`src/rtl/sa_feed_sequencer.sv`:
```
// Feed sequencer for a cascade of systolic arrays: streams a job of 4-bit elements into the
// skew shift-chain, inserts zero bubbles when upstream stalls, then drains the chain.
module sa_feed_sequencer #(
  parameter int unsigned SA_NUM = 4,
  parameter int unsigned LEN_W  = 8
) (
  input  logic             clk,
  input  logic             rstn,
  input  logic             start,
  input  logic [LEN_W-1:0] len,
  input  logic             src_valid,
  input  logic [3:0]       src_data,
  output logic             src_ready,
  output logic [3:0]       feed_data,
  output logic             feed_en,
  output logic             busy,
  output logic             done,
  output logic [LEN_W-1:0] elem_cnt
);

  localparam int unsigned D         = (SA_NUM - 1) * 4;
  localparam int unsigned DrainLoad = (D > 0) ? D - 1 : 0;
  localparam int unsigned CntW      = (D > 1) ? $clog2(D) : 1;

  typedef enum logic [1:0] {StIdle, StStream, StDrain, StDone} state_e;

  state_e           state_q, state_d;
  logic [LEN_W-1:0] len_q, len_d;
  logic [LEN_W-1:0] cnt_q, cnt_d;
  logic [CntW-1:0]  drain_q, drain_d;
  logic [3:0]       feed_data_q, feed_data_d;
  logic             feed_en_q, feed_en_d;
  logic             xfer;

  always_comb begin
    state_d     = state_q;
    len_d       = len_q;
    cnt_d       = cnt_q;
    drain_d     = drain_q;
    src_ready   = (state_q == StStream);
    xfer        = src_ready & src_valid;
    // Every non-transfer cycle pushes a zero bubble into the free-running chain.
    feed_en_d   = xfer;
    feed_data_d = xfer ? src_data : 4'd0;

    unique case (state_q)
      StIdle: begin
        if (start) begin
          cnt_d = '0;
          if (len != '0) begin
            len_d   = len;
            state_d = StStream;
          end else begin
            state_d = StDone;
          end
        end
      end
      StStream: begin
        if (xfer) begin
          cnt_d = cnt_q + 1'b1;
          if (cnt_d == len_q) begin
            state_d = StDrain;
            drain_d = CntW'(DrainLoad);
          end
        end
      end
      StDrain: begin
        if (drain_q == '0) begin
          state_d = StDone;
        end else begin
          drain_d = drain_q - 1'b1;
        end
      end
      StDone: state_d = StIdle;
      default: state_d = StIdle;
    endcase
  end

  always_ff @(posedge clk or negedge rstn) begin
    if (!rstn) begin
      state_q     <= StIdle;
      len_q       <= '0;
      cnt_q       <= '0;
      drain_q     <= '0;
      feed_data_q <= 4'd0;
      feed_en_q   <= 1'b0;
    end else begin
      state_q     <= state_d;
      len_q       <= len_d;
      cnt_q       <= cnt_d;
      drain_q     <= drain_d;
      feed_data_q <= feed_data_d;
      feed_en_q   <= feed_en_d;
    end
  end

  assign feed_data = feed_data_q;
  assign feed_en   = feed_en_q;
  assign busy      = (state_q == StStream) || (state_q == StDrain);
  assign done      = (state_q == StDone);
  assign elem_cnt  = cnt_q;

endmodule

```
`config.mk`:
```
export PLATFORM = sky130hd
export DESIGN_NAME = sa_feed_sequencer
export DESIGN_NICKNAME = d
export VERILOG_FILES = /design/src/rtl/sa_feed_sequencer.sv
export SDC_FILE = /design/constraint.sdc
export NUM_CORES = 1
export LEC_CHECK = 0
export CORE_ASPECT_RATIO = 1.25
export CORE_MARGIN = 5
export CORE_UTILIZATION = 56
export DETAILED_ROUTE_END_ITERATION = 6
export PLACE_DENSITY = 0.88
export SLEW_MARGIN = 25
export SYNTH_ARGS = -nofsm -noshare
export SYNTH_HDL_FRONTEND = slang
export SYNTH_SLANG_ARGS = --single-unit
```
`constraint.sdc`:
```
create_clock -name clk -period 6.1 [get_ports clk]
set_input_delay 1.22 -clock clk [delete_from_list [all_inputs] [get_ports clk]]
set_output_delay 1.22 -clock clk [all_outputs]
set_load 0.005 [all_outputs]
```
; ---- Word-level counts from Yosys, hierarchy flattened
; Cells that the tools add are included.
[op_classes]
n_addsub = 2
eq_ne = 9
mux = 14
bitwise = 1
reduce_logical = 10
[op_table]
columns = cell, count
row1 = 4-bit two-way mux, 4
row2 = 8-bit two-way mux, 2
row3 = 8-bit one-hot mux with 2 select lines, 1
row4 = 2-bit two-way mux, 5
row5 = "8-bit by 1-bit adder with 8-bit output, second input constant", 1
row6 = 8-bit equality test, 1
row7 = 2-bit one-hot mux with 4 select lines, 1
row8 = 4-bit one-hot mux with 2 select lines, 1
row9 = 4-bit AND reduction, 2
row10 = 8-bit nonzero test, 1
row11 = "2-bit inequality test, second input constant", 3
row12 = 3-bit AND reduction, 2
row13 = "2-bit equality test, second input constant", 2
row14 = 4-bit logical NOT, 1
row15 = "2-bit by 1-bit inequality test with 1-bit output, second input constant", 2
row16 = 2-bit nonzero test, 2
row17 = "4-bit by 1-bit subtractor with 4-bit output, second input constant", 1
row18 = "2-bit by 1-bit equality test with 1-bit output, second input constant", 1
row19 = 2-bit logical NOT, 1
row20 = 1-bit AND, 1
row21 = 1-bit logical OR, 1
[totals]
reg_bits = 27
input_bits = 16
output_inout_bits = 16
elab_cells = 42

; ---- Longest topological paths before layout
[logic_depth]
ltp_word = 5
ltp_mapped = 9
depth_no_buf = 8

; ---- Worst setup path after synthesis
; No wires, ideal clock.
[synth_path]
path_kind = reg-to-reg
startpoint = register cnt_q[1], in the netlist elem_cnt[1]
endpoint = register drain_q[0]
setup_ns = 0.121
arrival_ns = 2.185
required_ns = 5.979
path_slack_ns = 3.794
stages_incl_launch_ff = 8
n_path_buf = 0
period_less_slack_ns = 2.306
path_cell_list = dfrtp_1 ha_1 xnor2_1 nand2_1 or4b_4 nor4_4 o21ai_1 o22a_1
[synth_via]
elab_chain_cells = 4
[synth_lines]
columns = element, line
row1 = start: declaration, 29  ; logic [LEN_W-1:0] cnt_q, cnt_d;
row2 = start signal: assignment, 90  ; cnt_q <= cnt_d;
row3 = 8-bit by 1-bit adder with 8-bit output, 60  ; cnt_d = cnt_q + 1'b1;
row4 = 8-bit equality test, 61  ; if (cnt_d == len_q) begin
row5 = 2-bit by 1-bit inequality test with 1-bit output (no source line), -
row6 = 4-bit AND reduction (no source line), -
row7 = end signal: assignment, 91  ; drain_q <= drain_d;
row8 = end: declaration, 30  ; logic [CntW-1:0] drain_q, drain_d;
; Every way passes these cells.
; A chain may end at the register's enable or synchronous reset.

; ---- Worst setup path in the final report
[layout_path]
startpoint = register state_q[1]
endpoint = output src_ready
[layout_via]
elab_chain_cells = 1
[layout_lines]
columns = element, line
row1 = start: declaration, 27  ; state_e state_q, state_d;
row2 = start signal: assignment, 81  ; state_q <= StIdle;
row3 = start signal: assignment, 88  ; state_q <= state_d;
row4 = 2-bit by 1-bit equality test with 1-bit output, 40  ; src_ready = (state_q == StStream);
row5 = end: declaration, 13  ; output logic src_ready,
; Every way passes these cells.

==> flow_metrics.py <==
metrics = {
    "global_routing": {
        "met1_usage": 0.2604,
        "antenna_found_initial": 0,
        "grt_use_met3": 0.02523,
        "track_usage": 0.2106,
        "use_met2": 0.3489,
        "grt-ovfl-total": 0,
        "grt_pass1_wl_um": 6941,
        "top_usage_layer": "met2",
        "grt_pass1_vias": 1557,
        "grt_max_degree": 28,
    },
    "final_layout": {
        "fillers": 249,
        "diodes": 0,
        "final_core_util": 0.6887,
        "layout-drive-gt1-share": 0.07692,
        "final_common_cell": "clkdlybuf4s50_1",
        "layout.cells.most_common_list": "clkdlybuf4s50_1 (31), dfrtp_1 (27), nand2_1 (19)",
        "fin_nets": 231,
        "area_growth_pct": 19.41,
    },
    "setup_path": {
        "critical_path_class": "reg2out",
        "start_kind": "register",
        "arrival_ps": 1980,
        "reg2reg_depth": 7,
        "required_ps": 4880,
        "slowest_delay_ps": 610,
        "path_cells": "inv_1 > ha_1 > clkdlybuf4s50_1",
        "r2r_end": "drain_q[1]",
        "worst-path-max-fanout": 16,
        "r2r-start": "elem_cnt[0]",
        "cpLargestDelayFamily": "buffers and inverters",
        "cp_slowest_cell": "clkdlybuf4s50_1",
        "r2r_slack_ps": 3370,
        "worstPathBufferInverterCount": 2,
        "cp-end-kind": "primary output",
    },
    "worst_hold_path": {
        "hold_path_class": "reg2reg",
        "hold_path_end": "len_q[6]",
        "hold_depth": 1,
        "min-delay-start": "len_q[6]",
    },
    "clock_network": {
        "cts_buffers": 3,
        "htreeDepth": 1,
        "clockBufferDepth": 2,
        "cts_tree": "yes",
        "cts_sinks": 27,
        "ctsResizeCount": 0,
        "clk_latency_ps": 340,
        "cts-root-buf": "clkbuf_4",
        "cts_hold_buf": 0,
        "cts.clk_slew.worst_paths_ps": 150,
        "post_cts_buffers": 0,
    },
    "routing": {
        "viasPerCell": 6.131,
        "num_vias": 1496,
        "wl_per_cell_um": 16.14,
        "drc": 0,
        "final_antenna_net_count": 0,
        "dr.pass1.iters": 4,
        "routed_wl_um": 3939,
        "drtIter0Drc": 65,
    },
    "floorplanning": {
        "die_w_um": 59.03,
        "die_h_um": 71.29,
        "start_util": 0.5768,
        "io_pins": 32,
        "num_rows": 22,
        "core_um2": 2918,
        "dieArea_um2": 4208,
    },
    "power_and_ir_drop": {
        "ir_drop_v": 0.0002979,
        "powerDensity_nw_per_um2": 417.5,
        "leakage_uw": 0.0008339,
    },
    "synth": {
        "syn_inst": 181,
        "synth_nets": 203,
        "synth_seq_area_share": 0.4015,
        "ys.flop_type": "dfrtp_1",
        "synth_area_per_cell_um2": 9.298,
        "synth_edf_count": 0,
        "syn_area_um2": 1683,
        "async_flop_share": 1.000,
        "ys_types": 43,
        "yosys_warnings": 0,
        "ys_ff_latch": 27,
    },
    "sta": {
        "maxSlewHeadroom": 0.5113,
        "rsz0062_at_grt": "false",
        "fin_crit_ps": 3201,
        "setup_slack_ps": 2899,
        "fin_hold_ws_ps": 560.8,
        "setup_violations": 0,
        "fin_crit_sh": 0.5247,
        "finalClockSkew_ps": 4.832,
        "worst_pin_slew_ps": 733.0,
        "fmax_mhz": 312.4,
        "finalMaxSlewViolations": 0,
        "hold_violations": 0,
        "setup_tns_ps": 0,
    },
    "placed_design": {
        "pre_cts_ws_ps": 2760,
        "port_buffers": 31,
        "hpwl_um": 2836,
        "place_congestion": 0.8455,
    },
    "flow_run": {
        "cap_violations": 0,
    },
    "status": {
        "outcome": "complete, no violations",
    },
}
## flip-flops by register name (all words and copies together) (netlist names)
signal	count
len_q	8
state_q	2
drain_q	4
elem_cnt	8
feed_en	1
feed_data	4
## cells in the mapped netlist, types with 3 or more instances
master | count | area [um2]
nand4_1 | 3 | 18.77
a211oi_1 | 3 | 22.52
xnor2_1 | 3 | 26.28
a21oi_1 | 7 | 35.03
nand3_1 | 7 | 35.03
nand2_1 | 19 | 71.32
nor3b_1 | 3 | 22.52
nand2b_1 | 3 | 18.77
ha_1 | 6 | 75.07
and3_1 | 6 | 37.54
mux2i_1 | 5 | 50.05
nor2b_1 | 4 | 25.02
a31oi_1 | 3 | 18.77
xor2_1 | 3 | 26.28
inv_1 | 8 | 30.03
nor3_1 | 6 | 30.03
dfrtp_1 | 27 | 675.7
nor4_1 | 3 | 18.77
nor2_1 | 9 | 33.78
o21ai_0 | 14 | 70.07
nand3b_1 | 4 | 30.03
mux2_2 | 7 | 78.83
clkbuf_1 | 3 | 11.26
## per-layer routing
metal,share of wire,vias to the layer above
li1,-,707
met1,0.41,736
met2,0.52,47
met3,0.043,6
met4,0.020,0
met5,0,-
## worst reg2reg max path, stage by stage, from the launching register on
cell and delay [ps]:
dfrtp_1 600, ha_1 280, and3_1 330, a21oi_2 90, or4b_4 510, nor4_4 430
o21ai_1 180, o22a_1 220
## power breakdown
group          leakage [uW]  internal [uW]  total, uW  switching (uW)
logic              0.000477            220        440             220
registers          0.000340            242        318            76.1
clock network     0.0000177           24.8       81.6            56.9
total              0.000834            486        839             353
## worst max-delay path by stage
stage	from	endpoint	cells past startpoint
after floorplan	elem_cnt[1]	drain_q[0]	7
after global placement	src_valid	drain_q[1]	7
after detailed placement	src_valid	drain_q[1]	7
after CTS	state_q[1]	src_ready	3
after global routing	state_q[1]	src_ready	3
final	state_q[1]	src_ready	3
## per-stage QoR
stage | instance area [um2] | instances | total power (uW)
6_report | 2009 | 244 | 839.0
5_1_grt | 2009 | 244 | 906.1
4_1_cts | 2009 | 244 | 839.2
3_5_place_dp | 1982 | 240 | 754.9
3_3_place_gp | 1982 | 240 | 728.9
2_1_floorplan | 1683 | 181 | 613.4
## layout make-up
class,instances,area [um2],area share
multi-input cells,137,913.4,0.4545
flip-flops and latches,27,675.6,0.3362
repair buffers,32,317.8,0.1582
well taps,36,45.04,0.02242
inverters,8,30.03,0.01494
clock buffers,3,22.52,0.01121
clock inverters,1,5.005,0.002491
## logic make-up (layout without fill, tap and decap cells)
logic type	after synthesis	in the layout	share of synthesized area
and+or+nand+nor	72	72	0.2349
buffers and inverters	17	44	0.05576
muxes	12	12	0.07658
AOI/OAI and AO/OA	41	41	0.1554
DFF	27	27	0.4015
xor gates and xnor gates	6	6	0.03123
adders and majority gates	6	6	0.04461
Note: power is estimated with default switching activity, not from simulation.
